File: src/rtl/unrom_bank_ctrl.sv
`default_nettype none
// ============================================================================
// Module   : unrom_bank_ctrl
// Brief    : UNROM PRG bank controller. It samples the asynchronous CPU
//            cartridge bus on a fast system clock, accepts completed
//            $8000-$FFFF write cycles, and loads a 4-bit bank register.
//            Optional bus-conflict emulation ANDs the CPU data with the ROM
//            data. The block drives PRG A17..A14: the switchable bank in the
//            low 16 KiB and bank 15 fixed in the high 16 KiB.
// Revision : 1.0 - initial release
// ============================================================================
module unrom_bank_ctrl #(
  parameter int SYNC_STAGES  = 2,  // synchronizer depth, 2..4
  parameter int MIN_LOW      = 3,  // minimum synchronized low clocks, 1..15
  parameter int CONFLICT_EMU = 1   // 1: store cpu_d & prg_d, 0: store cpu_d
) (
  input  logic       clk,
  input  logic       rst,
  input  logic [3:0] cpu_d,
  input  logic       cpu_rw,
  input  logic       Ncpu_romsel,
  input  logic       cpu_a14,
  input  logic [3:0] prg_d,
  output logic [3:0] prg_a,
  output logic [3:0] bank,
  output logic       bank_wr
);

  // Synchronizer word layout: {valid, romsel, rw, d[3:0], pd[3:0]}.
  // The valid bit is 0 in every reset stage and 1 for every real pin sample.
  // It tells a genuine idle-high romsel apart from the reset fill value.
  localparam int         C_SW        = 11;
  localparam logic [C_SW-1:0] C_SYNC_RST = {1'b0, 1'b1, 1'b1, 4'h0, 4'h0};
  localparam logic [3:0] C_MIN_LOW   = 4'(MIN_LOW);
  localparam logic [3:0] C_CNT_MAX   = 4'hF;

  typedef enum logic [0:0] {
    S_IDLE = 1'b0,
    S_LOW  = 1'b1
  } state_t;

  // ------------------------------------------------------------------------
  // Input synchronizer: one shared pipeline keeps all bus bits aligned.
  // ------------------------------------------------------------------------
  logic [C_SW-1:0] sync_q [SYNC_STAGES];
  logic [C_SW-1:0] sync_d [SYNC_STAGES];

  // Next value of each stage: stage 0 takes the pins, later stages shift.
  always_comb begin
    sync_d[0] = {1'b1, Ncpu_romsel, cpu_rw, cpu_d, prg_d};
    for (int i = 1; i < SYNC_STAGES; i++) begin
      sync_d[i] = sync_q[i-1];
    end
  end

  // Synchronizer flops. Reset fills them with an idle bus marked not valid.
  always_ff @(posedge clk) begin
    if (rst) begin
      for (int i = 0; i < SYNC_STAGES; i++) begin
        sync_q[i] <= C_SYNC_RST;
      end
    end else begin
      for (int i = 0; i < SYNC_STAGES; i++) begin
        sync_q[i] <= sync_d[i];
      end
    end
  end

  logic       valid_s;
  logic       romsel_s;
  logic       rw_s;
  logic [3:0] d_s;
  logic [3:0] pd_s;

  assign {valid_s, romsel_s, rw_s, d_s, pd_s} = sync_q[SYNC_STAGES-1];

  // ------------------------------------------------------------------------
  // Capture source: raw CPU data or the bus-conflict AND with ROM data.
  // ------------------------------------------------------------------------
  logic [3:0] cap_src;

  if (CONFLICT_EMU != 0) begin : g_conflict
    assign cap_src = d_s & pd_s;
  end else begin : g_no_conflict
    assign cap_src = d_s;
  end

  // ------------------------------------------------------------------------
  // Edge detect and controller state
  // ------------------------------------------------------------------------
  state_t     state_q,   state_d;
  logic       romsel_q,  romsel_d;
  logic       armed_q,   armed_d;
  logic [3:0] low_cnt_q, low_cnt_d;
  logic [3:0] cap_q,     cap_d;
  logic       rw_last_q, rw_last_d;
  logic [3:0] bank_q,    bank_d;
  logic       bank_wr_q, bank_wr_d;

  logic       fall;
  logic       rise;

  assign fall = romsel_q & ~romsel_s;
  assign rise = ~romsel_q & romsel_s;

  // Edge history and arming. A cycle may start only after a real high romsel
  // sample, so a low window that straddles reset cannot be picked up half-way.
  always_comb begin
    romsel_d = romsel_s;
    armed_d  = armed_q | (valid_s & romsel_s);
  end

  // Next-state logic: follow one ROM-select low window and decide whether to
  // load the bank.
  always_comb begin
    state_d   = state_q;
    low_cnt_d = low_cnt_q;
    cap_d     = cap_q;
    rw_last_d = rw_last_q;
    bank_d    = bank_q;
    bank_wr_d = 1'b0;

    case (state_q)
      S_IDLE: begin
        if (fall && armed_q) begin
          state_d   = S_LOW;
          low_cnt_d = 4'd1;
          cap_d     = cap_src;
          rw_last_d = rw_s;
        end
      end

      S_LOW: begin
        if (!romsel_s) begin
          // Keep counting, and keep re-sampling so the last low sample wins.
          if (low_cnt_q != C_CNT_MAX) begin
            low_cnt_d = low_cnt_q + 4'd1;
          end
          cap_d     = cap_src;
          rw_last_d = rw_s;
        end else if (rise) begin
          // Cycle finished: load only long-enough write cycles.
          if ((low_cnt_q >= C_MIN_LOW) && !rw_last_q) begin
            bank_d    = cap_q;
            bank_wr_d = 1'b1;
          end
          state_d = S_IDLE;
        end
      end

      default: begin
        state_d = S_IDLE;
      end
    endcase
  end

  // Controller registers. Reset aborts any window in progress.
  always_ff @(posedge clk) begin
    if (rst) begin
      state_q   <= S_IDLE;
      romsel_q  <= 1'b1;
      armed_q   <= 1'b0;
      low_cnt_q <= 4'd0;
      cap_q     <= 4'd0;
      rw_last_q <= 1'b1;
      bank_q    <= 4'd0;
      bank_wr_q <= 1'b0;
    end else begin
      state_q   <= state_d;
      romsel_q  <= romsel_d;
      armed_q   <= armed_d;
      low_cnt_q <= low_cnt_d;
      cap_q     <= cap_d;
      rw_last_q <= rw_last_d;
      bank_q    <= bank_d;
      bank_wr_q <= bank_wr_d;
    end
  end

  // ------------------------------------------------------------------------
  // Outputs: the address map is purely combinational on cpu_a14.
  // ------------------------------------------------------------------------
  assign bank    = bank_q;
  assign bank_wr = bank_wr_q;
  assign prg_a   = cpu_a14 ? 4'hF : bank_q;

endmodule
`default_nettype wire

File: config.mk
export PLATFORM = sky130hd
export DESIGN_NAME = unrom_bank_ctrl
export DESIGN_NICKNAME = d
export VERILOG_FILES = /design/src/rtl/unrom_bank_ctrl.sv
export SDC_FILE = /design/constraint.sdc
export NUM_CORES = 1
export LEC_CHECK = 0
export ABC_CLOCK_PERIOD_IN_PS = 1800
export BUFFER_PORTS_ARGS = -buffer_cell sky130_fd_sc_hd__buf_2
export CAP_MARGIN = 20
export CORE_ASPECT_RATIO = 0.9
export CORE_MARGIN = 4
export CORE_UTILIZATION = 53
export DETAILED_ROUTE_END_ITERATION = 10
export PLACE_DENSITY = 0.86
export SETUP_SLACK_MARGIN = 0.15
export SYNTH_ARGS = -nofsm -noshare
export SYNTH_HDL_FRONTEND = slang
export SYNTH_SLANG_ARGS = --single-unit
File: constraint.sdc
create_clock -name clk -period 1.8 [get_ports clk]
set_input_delay 0.09 -clock clk [delete_from_list [all_inputs] [get_ports clk]]
set_output_delay 0.09 -clock clk [all_outputs]
set_load 0.1 [all_outputs]
### Word level (Yosys, flattened, before mapping)

Memories as Yosys holds them, arrays and structs flattened.
Cells that the tools add are included.

* word-level logic and storage cells: 54
* memory bits (writable): 22
* memories kept: 1
* output and inout port bits: 9
* flip-flop bits (word level): 17
* input bits: 13

Memory list
* sync_q: depth 2, width 11, read ports 2, clocked after Yosys merged registers in 0, wr ports 2, line 45 `logic [C_SW-1:0] sync_q [SYNC_STAGES];`

* equal/unequal tests: 4
* bitwise gates (word level): 11
* reductions and logical operators: 7
* add/sub/neg operators: 1
* muxes and demuxes: 21
* order comparisons: 1

Operators with widths (count)
* $mux 4: 6
* $mux 11: 2
* $pmux 4 s2: 2
* $mux 1: 9
* $add 4x1->4 const B: 1
* $and 4x4->4: 1
* $ge 4x2->1 const B: 1
* $ne 2x2->1 const B: 2
* $ne 4x4->1 const B: 1
* $not 1->1: 4
* $pmux 1 s2: 2
* $reduce_and 4->1: 1
* $reduce_or 4->1: 1
* $and 1x1->1: 3
* $or 1x1->1: 3
* $reduce_and 3->1: 1
* $logic_and 1x1->1: 2
* $ne 2x1->1 const B: 1
* $reduce_and 2->1: 1
* $logic_not 1->1: 1

### Longest topological paths before layout

Gate-level depths: netlist of the first run.
An unclocked memory read counts as a cell.

* depth after elaboration: 6
* gate-level depth with buffers: 4
* mapped depth without buffers: 4

### Worst setup path after synthesis of the first run

Ideal clock, no wire load.

* path type: register -> output
* start point: register bank_q[0] (netlist: bank[0])
* end point: output prg_a[0]
* cell stages (with the launch flop): 2
* required time: 1710 ps
* arrival: 1516 ps
* path buffers: 0
* path slack: 194 ps
* cells stage by stage: dfxtp_1 -> or2_2

* cells in the longest elaborated chain, start to end: 1

Ends and longest elaborated chain
* start, declared: line 97 `logic [3:0] bank_q, bank_d;`
* start signal, assigned: line 175 `bank_q <= bank_d;`
* $mux 4: line 185 `assign prg_a = cpu_a14 ? 4'hF : bank_q;`
* end, declared: line 24 `output logic [3:0] prg_a,`

No other way between the ends.

### Final worst setup path of the first run

* start point: register low_cnt_q[0]
* end point: register low_cnt_q[1]

* cells in the longest elaborated chain, start to end: 4
* elaborated cells between the ends (all ways): 7
* those cells by class: add/sub (1); eq/ne (2); mux (3); reduce/logical (1)

Ends and longest elaborated chain
* start, declared: line 94 `logic [3:0] low_cnt_q, low_cnt_d;`
* start signal, assigned: line 172 `low_cnt_q <= low_cnt_d;`
* $add 4x1->4: line 137 `low_cnt_d = low_cnt_q + 4'd1;`
* $mux 4: line 136 `if (low_cnt_q != C_CNT_MAX) begin`
* $mux 4: line 134 `if (!romsel_s) begin`
* $pmux 4 s2: line 123 `case (state_q)`

Parallel ways exist; a longest one is shown, timed or not. The select of a mux whose other input is x is not followed.
A chain may end at the register's enable or synchronous reset.

==> impl.org, run 1 <==
** Timing
- The worst path uses approximately four fifths of the clock period.
- On the final layout, the worst clock skew is approximately 0.0095 ns.
- Slew Viols, Final :: 0
- Based on the critical path, the design can be clocked at up to approximately 680 MHz.
- Post-Route Setup TNS :: 0 ns
- The number of hold-slack violations in the final timing report was 0.
- Final setup slack of the worst path :: 0.327 ns
- Unrepaired setup endpoints after global routing :: false
- Fin crit period :: between 1 and 1.5 ns
- For the pin with the worst max-slew slack, the measured transition is around 0.64 ns.
- Measured against its own limit, the worst slew margin works out to between 50% and 60%.
- Final-report setup violation count :: 0

** Setup path
- Of all nets on the critical path, the largest fanout is 7.
- In this run the register-to-register setup slack is around 0.33 ns.
- CP endpoint :: low_cnt_q[1]
- Data required, critical path :: 2.05 ns
- The startpoint identified for the worst register-to-register timing path is low_cnt_q[0].
- Critical path, cell by cell :: ha_1 > nand3_1 > or4_1 > o311ai_1
- Crit Path Class :: flip-flop to flip-flop
- In this run the number of cells on the critical path is 4.
- On the critical path the largest part of the delay comes from simple AND/OR/NAND/NOR gates.
- The critical path contains buffers and inverters numbering 0 combined.
- In this run the worst setup path begins at low_cnt_q[0].
- Data on the critical path arrives at its endpoint at approximately 1.7 ns.
- Element type at the critical path start :: flip-flop
- Measured in cells, the most critical reg-to-reg path has a length of 4.
- The worst setup path is captured at a flip-flop.
- On the worst path, the slowest cell contributes a delay of roughly 0.42 ns.
- Slowest-stage cell, CP :: or4_1
- Reg2reg end :: low_cnt_q[1]

** Routing
- Average detailed-routed wire length per instance :: around 13 um
- Number of detailed-route iterations in the first pass :: 4
- Iter 0 DRT Violations :: 45
- In the routed design, unresolved DRC markers number 0.
- The count of nets left with antenna violations once routing finished came out at 0.
- Summing over every cut layer, the via total after detailed routing is between 1000 and 1500.
- Total wire length :: 2.46 mm
- Dividing the detail-routed via count by the number of cells gives approximately 5.6.

** Placement
- Quantity of I/O buffers inserted on ports :: 21
- Prior to clock tree synthesis, the placed netlist has a worst setup slack of 0.356 ns.
- Placed cell area :: approximately 1400 um^2
- Final RePlAce weighted congestion :: roughly 0.77
- HPWL reported at the end of detailed placement :: ~1.6 mm

** Logic synthesis
- Net count of the mapped netlist :: 145
- Number of library cell types mapped by synthesis :: 29
- The synthesized design spends more area on one cell type than any other, namely dfxtp_1.
- Seq cells post-synth :: 39
- Average size of a mapped cell :: slightly above 10 um^2
- Sorting the synthesized cells by area gives the leading types as dfxtp_1 59%, nor2b_1 8.5%, a21oi_1 4.1%.
- In the synthesized netlist, the number of instances is 131.
- Synthesis Warnings :: 0
- In this run the cell area of the synthesized design comes to roughly 1300 um^2.
- Sequential cell area fraction in the yosys report :: between 50% and 60%
- Proportion of netlist area held by the largest area contributor :: between 50% and 60%

** Final layout
- Diode count :: 0
- Ratio of cells with drive above 1 in the final layout :: a little under a quarter
- The filler cells instantiated in the layout total around 180.
- Once layout is complete, the utilization of the core stands at a little over two thirds.
- Compared with the post-synthesis result, the final layout area differs by 20.8%.
- Number of nets in the layout :: 178
- The multi-input combinational cells in the finished layout cover a total of 513 um^2.
- Post-route cell area :: 1610 um^2
- Summing all flip-flop and latch instances after layout gives ~800 um^2.

** CTS
- Longest Clk Path Bufs :: 2
- Clock Pin Slew Worst Setup and Hold Paths :: roughly 0.12 ns
- Root buf cell :: clkbuf_4
- Clock Sinks :: 39
- The clock reaches the later pin of the worst-skew pair after ~0.34 ns.
- The H-tree generated during clock tree synthesis spans 2 levels.
- TritonCTS built the clock tree.
- Clock tree synthesis inserted a total of 5 buffers.

** Floorplan
- Area inside the core boundary :: between 2000 and 2500 um^2
- Overall die height :: 55.5 um
- Row generation in the floorplan step produced 16 rows.
- The initial utilization of the core area, before any placement, comes to between 50% and 60%.
- The die is between 60 and 70 um wide.
- Die area :: between 3000 and 4000 um^2
- I/O pin count :: 22

** Power and ir drop
- VDD sags by at most slightly below 0.7 mV.
- P_leak :: between 0.6 and 0.7 nW
- Power density normalized to cell area :: around 900 nW/um^2
- Total power :: 1.46 mW

** Global route
- Maximum number of pins on one net before global-route repair :: 40
- Number of global-route vias before repair :: 958
- The number of antenna violations at the first check in global routing came to 0.
- First-pass GRT wire length :: about 4.2 mm
- Global route overflow :: 0
- Global routing consumed, over all layers together, approximately 17% of the routing resources.

** Run
- Max-capacitance violation count :: 0

** Hold path
- Worst hold path class :: primary input to flip-flop
- Along the worst hold path, the cell count comes to 2.

** Outcome
- Outcome :: completed
## synthesized netlist by cell type (all sizes together)
master    n
and4bb    2
nand2     1
buf       2
or2       8
a32o      1
a31oi     1
dfxtp    39
a21oi    11
nor4      2
nor4b     1
nor2      3
clkbuf    3
nand4bb   1
nand4     6
nor2b    18
or4       1
clkinv    1
nand3     8
inv       3
ha        1
or3       1
o311ai    1
nor3      1
nand4b    1
a311oi    2
a21o      1
o21ai    11
## state kept, by name (all words and copies together) (netlist names)
register	flops
romsel_q	1
bank_wr	1
low_cnt_q	4
rw_last_q	1
bank	4
state_q	1
armed_q	1
sync_q	22
cap_q	4
## repair_timing
item,in CTS,in global routing
hold buffers,10,0
setup buffers,0,0
endpoints found under the hold margin,10,0
gates resized for setup,0,0
## layout by cell type, fill, tap and decap left out
cell type and instances:
nor2b_1 18, or3_1 1, clkbuf_4 5, nor4_1 2, ha_1 1, inv_1 3
or2_2 8, a32o_1 1, nand2_1 1, nor4b_1 1, o21ai_0 11, or4_1 1
clkinv_1 1, nand4b_1 1, dlygate4sd3_1 10, nor2_1 3, a311oi_1 2, a21oi_1 11
clkinv_2 1, clkinvlp_4 2, nand3_1 8, a31oi_1 1, and4bb_2 1, nand4_1 6
nor3_1 1, dfxtp_1 39, buf_2 21, nand4bb_1 1, o311ai_1 1, and4bb_1 1
a21o_1 1
## worst min path at each step
stage                     to  slack (ns)         from
2_1_floorplan   sync_q[0][8]        0.19       cpu_rw
3_3_place_gp    sync_q[0][9]        0.27  Ncpu_romsel
3_5_place_dp    sync_q[0][9]        0.28  Ncpu_romsel
4_1_cts        sync_q[0][18]        0.25          rst
5_1_grt        sync_q[0][13]        0.27          rst
6_report       sync_q[0][18]        0.26          rst
## layout make-up
type,instances,share of cell area (%)
Clock inverter,3,1.25
Clock buffer,5,2.34
Tap cell,27,2.10
Inverter,4,0.935
Multi-Input combinational cell,83,32.0
Timing Repair Buffer,31,12.8
Sequential cell,39,48.6
## routing by layer
layer | global-route usage, % | up-vias | share of wire, %
met4 | 7.12 | 0 | 1.7
met5 | 0 | - | 0
met2 | 26.6 | 47 | 49
met1 | 20.1 | 487 | 41
met3 | 4.90 | 5 | 8.0
li1 | - | 532 | -
## worst register-to-register path, delay by kind of cell (launching register included)
| kind | cells | cell delay, ns |
|---|---|---|
| and+or+nand+nor | 2 | 0.58 |
| DFF | 1 | 0.41 |
| adders and majority gates | 1 | 0.31 |
| AOI/OAI and AO/OA | 1 | 0.08 |
## logic make-up after synthesis
group,synth area share (%)
and+or+nand+nor,25.6
buffers and inverters,2.64
adders and majority gates,0.941
AOI/OAI and AO/OA,12.1
DFF,58.8
## stage by stage
stage / hold slack (ns) / std cells
after global routing: 0.271 / 192
after detailed placement: 0.277 / 174
after floorplan: 0.194 / 131
final: 0.261 / 192
after global placement: 0.272 / 174
after CTS: 0.245 / 192
## power breakdown
group	leakage (nW)	internal [mW]	total (mW)	switching [mW]
sequential	0.320	0.889	0.901	0.0118
combinational	0.285	0.0476	0.122	0.0741
clock	0.0272	0.149	0.435	0.286
total	0.632	1.09	1.46	0.371
Power figures use the tool's default switching activity.
==> inputs of run 2 (changes only) <==
Settings changed: ABC_AREA from default to 1, ABC_CLOCK_PERIOD_IN_PS 1800 to 1500, PLACE_DENSITY 0.86 to 0.85.
Clock period 1.8 ns to 1.5 ns, I/O delays scaled along.
==> run 2 against run 1 <==
Sequential power is 21% higher. Synthesized area increased by 3.7%. Cell count increased by 21%. Combinational power grew 30%. Setup slack got worse by 0.18 ns. Via count grew 6.1%. Hold slack worse by 0.21 ns. Register-to-register slack lost 0.18 ns. Utilization decreased by 1.5 points. Power up 26%. Clock skew down 0.00058 ns. Sequential cell count unchanged.
==> impl.org, run 2 <==
** Logic synthesis
- Sequential cell area fraction in the yosys report :: a little under three fifths
- The biggest area contributor in the post-synthesis netlist is dfxtp_1.
- Number of cells produced by synthesis :: approximately 170
- Number of library cell types mapped by synthesis :: 19
- Proportion of netlist area held by the largest area contributor :: between 50% and 60%
- The number of nets handed over by synthesis was around 180.
- Most numerous cell types in the synthesized netlist :: 39 x dfxtp_1, 29 x nand2_1, 26 x nor2_1
- Most frequently used cell type in the post-synthesis netlist :: dfxtp_1
- A synthesized cell averages just over 8 um^2.
- For this run, asynchronously set or reset flops after synthesis account for 0%.
- After synthesis, the cell types taking the most area are dfxtp_1 57%, nand2_1 7.9%, nor2_1 7.1%.
- Yosys mapped a number of flops with a built-in enable equal to 0.
- Counting flops and latches in the post-synthesis netlist gives 39.
- For this run, the number of Yosys warnings is 0.
- The most used flip-flop cell after synthesis is dfxtp_1.
- The mapped netlist covers between 1000 and 1500 um^2.

** Setup path
- In this run the worst setup path begins at state_q.
- The setup path with the least slack is of type flip-flop to flip-flop.
- Data arrival time of the critical path :: 1.58 ns
- FF-to-FF Start :: state_q
- STA classifies the critical path endpoint as a flip-flop.
- STA classifies the critical path startpoint as a flip-flop.
- At the worst endpoint, the required time is ~1.7 ns.
- Maximum net fanout on the critical path :: 8

** Floorplan
- Total number of placement rows :: 17
- The die covers 3480 um^2.
- Overall die height :: between 50 and 60 um
- Once the floorplan was initialized, standard cells occupied ~56% of the core.
- Horizontal die dimension :: slightly above 60 um
- Pin placement for this block handled 22 I/O pins.
- The total area inside the core boundary comes to between 2000 and 2500 um^2.

** CTS
- The clock passes through at most 2 buffers.
- Clock Pin Slew Worst Setup and Hold Paths :: approximately 0.11 ns
- TritonCTS clock tree :: yes
- The clock tree synthesis step divided the H-tree into 2 levels.
- TritonCTS Buffers :: 5
- Root buf cell :: clkbuf_4
- Clock tree synthesis found a total of 39 sinks.
- Clk Latency, worst-skew pair :: around 0.34 ns

** Routing
- Iter 0 DRT Violations :: 27
- Summing over every cut layer, the via total after detailed routing is roughly 1100.
- Total wire length :: roughly 2.7 mm
- After detailed routing, the number of remaining DRC violations is 0.
- Dividing the detail-routed wire length by the instance count gives 11.6 um.
- The pre-antenna-repair detailed-routing pass consisted of 4 iterations.
- The count of nets left with antenna violations once routing finished came out at 0.
- Drt via density :: 4.88

** Final layout
- Flip-flop count of the largest register, all copies and words added :: 22
- Compared with the post-synthesis result, the final layout area differs by 23.3%.
- In the final layout, the share of cells above drive strength 1 is around a quarter.
- Commonest non-fill, non-tap cell in the layout :: dfxtp_1
- Once layout is done, the placed cells without fillers occupy between 1500 and 2000 um^2.
- 0 antenna diodes ended up in the layout.
- Number of nets in the layout :: roughly 220
- Register with the most flip-flops :: sync_q
- At the end of the flow the core is filled with cells to just under 70%.
- Post-layout instance count excluding filler cells :: roughly 230
- Commonest cells after routing, fill and taps aside :: 33 x dfxtp_1, 28 x nand2_1, 25 x inv_1, 25 x nor2_1, 17 x buf_2

** Timing
- At the pin with the least slew margin, the transition time is roughly 0.5 ns.
- Final-report setup violation count :: 0
- The final-report max-slew violation count came to 0.
- Worst hold slack after final layout :: about 0.047 ns
- The number of hold-slack violations in the final timing report is 0.
- The smallest clock period supported by the final layout is computed as approximately 1.4 ns.
- Derived from the worst setup path, the maximum achievable clock frequency is about 740 MHz.
- After layout, the worst path uses 90.2% of the clock period.
- Unrepaired setup endpoints after global routing :: true
- Normalized max-slew margin :: between 60% and 70%
- Final setup slack of the worst path :: 0.147 ns
- Across the routed clock network, the largest skew measured is just under 0.009 ns.
- Post-Route Setup TNS :: 0 ns

** Outcome
- The flow ran to the end, and the final reports show no timing, DRC or antenna violations.

** Power and ir drop
- Max IR drop VDD :: 1.10 mV
- For this design the ratio of total power to cell area is ~1100 nW/um^2.
- The design draws about 1.8 mW.
- In this run the static leakage power is around 0.81 nW.

** Run
- The tool flagged a number of max-cap violations equal to 0.

** Global route
- Maximum number of pins on one net before global-route repair :: 13
- Number of global-route vias before repair :: around 1100
- The total overflow left after global routing is 0.
- Initial antenna violation count :: 0
- First-pass GRT wire length :: ~4.4 mm
- Global routing consumed, over all layers together, 17.5% of the routing resources.

** Hold path
- Worst hold path class :: primary input to flip-flop
- Startpoint of the lowest-slack hold path :: rst

** Placement
- Summing all placed instances gives a cell area of 1510 um^2.
- Final RePlAce weighted congestion :: 0.873
- Cell count after placement :: 215
- During placement, the flow inserted port buffers numbering 21.
- Worst Setup Slack post-DPL :: between 0.1 and 0.15 ns
- Once detailed placement completed, the half-perimeter wirelength came to 1.80 mm.
[run 2: cell count changes after synthesis, moves of 2 or more]
cell	change
o21ai_0	-4
buf_6	+2
a311oi_1	-2
nor2b_1	-18
nor2_1	+23
nor4_1	-2
nand2_1	+28
nand4_1	-5
inv_1	+22
[run 2: critical path, stage by stage (launching register included)]
cell,delay (ns)
dfxtp_2,0.40
nor2_1,0.18
nand2_1,0.16
nand2_1,0.13
nand2_1,0.10
nor3_1,0.19
nor2_1,0.07
[run 2: repair_timing]
item	4_1_cts	5_1_grt
setup buffers	0	0
endpoints found under the hold margin	10	0
cloned	0	0
gates resized for setup	1	11
endpoints found under the setup margin	1	9
hold buffers	10	0
[run 2: layer usage]
layer  routed length [um]  vias to the layer above  track usage, %
met4                   19                        0            5.45
li1                     -                      584               -
met3                  199                        4            8.97
met2                 1480                       39            32.3
met1                  997                      509            15.7
met5                    0                        -               0
[run 2: final timing paths]
| path | slack (ns) | to | cells past startpoint |
|---|---|---|---|
| max reg2reg | 0.15 | low_cnt_q[0] | 6 |
| min | 0.05 | sync_q[0][1] | 2 |
| max | 0.15 | low_cnt_q[0] | 6 |
| min reg2reg | 0.41 | sync_q[0][18] | 2 |
[run 2: layout make-up]
cell class | instances | area (um^2)
well taps | 28 | 35.0
inverters | 27 | 106
multi-input cells | 97 | 462
repair buffers | 34 | 238
flip-flops and latches | 39 | 788
clock buffers | 8 | 68.8
fillers | 193 | 769
[run 2: cell families after synthesis]
| family | after synthesis | share of synthesized area, % |
|---|---|---|
| AO/OA/AOI/OAI | 20 | 7.54 |
| AND/OR/NAND/NOR | 76 | 24.7 |
| adder cells (fa/ha/maj) | 1 | 0.908 |
| buffers and inverters | 32 | 10.2 |
| flip-flops | 39 | 56.7 |
[run 2: report_power, final]
group / switching [mW] / total (mW) / internal, mW / leakage, nW
sequential: 0.0154 / 1.09 / 1.07 / 0.322
combinational: 0.0970 / 0.159 / 0.0620 / 0.453
clock: 0.312 / 0.588 / 0.276 / 0.0386
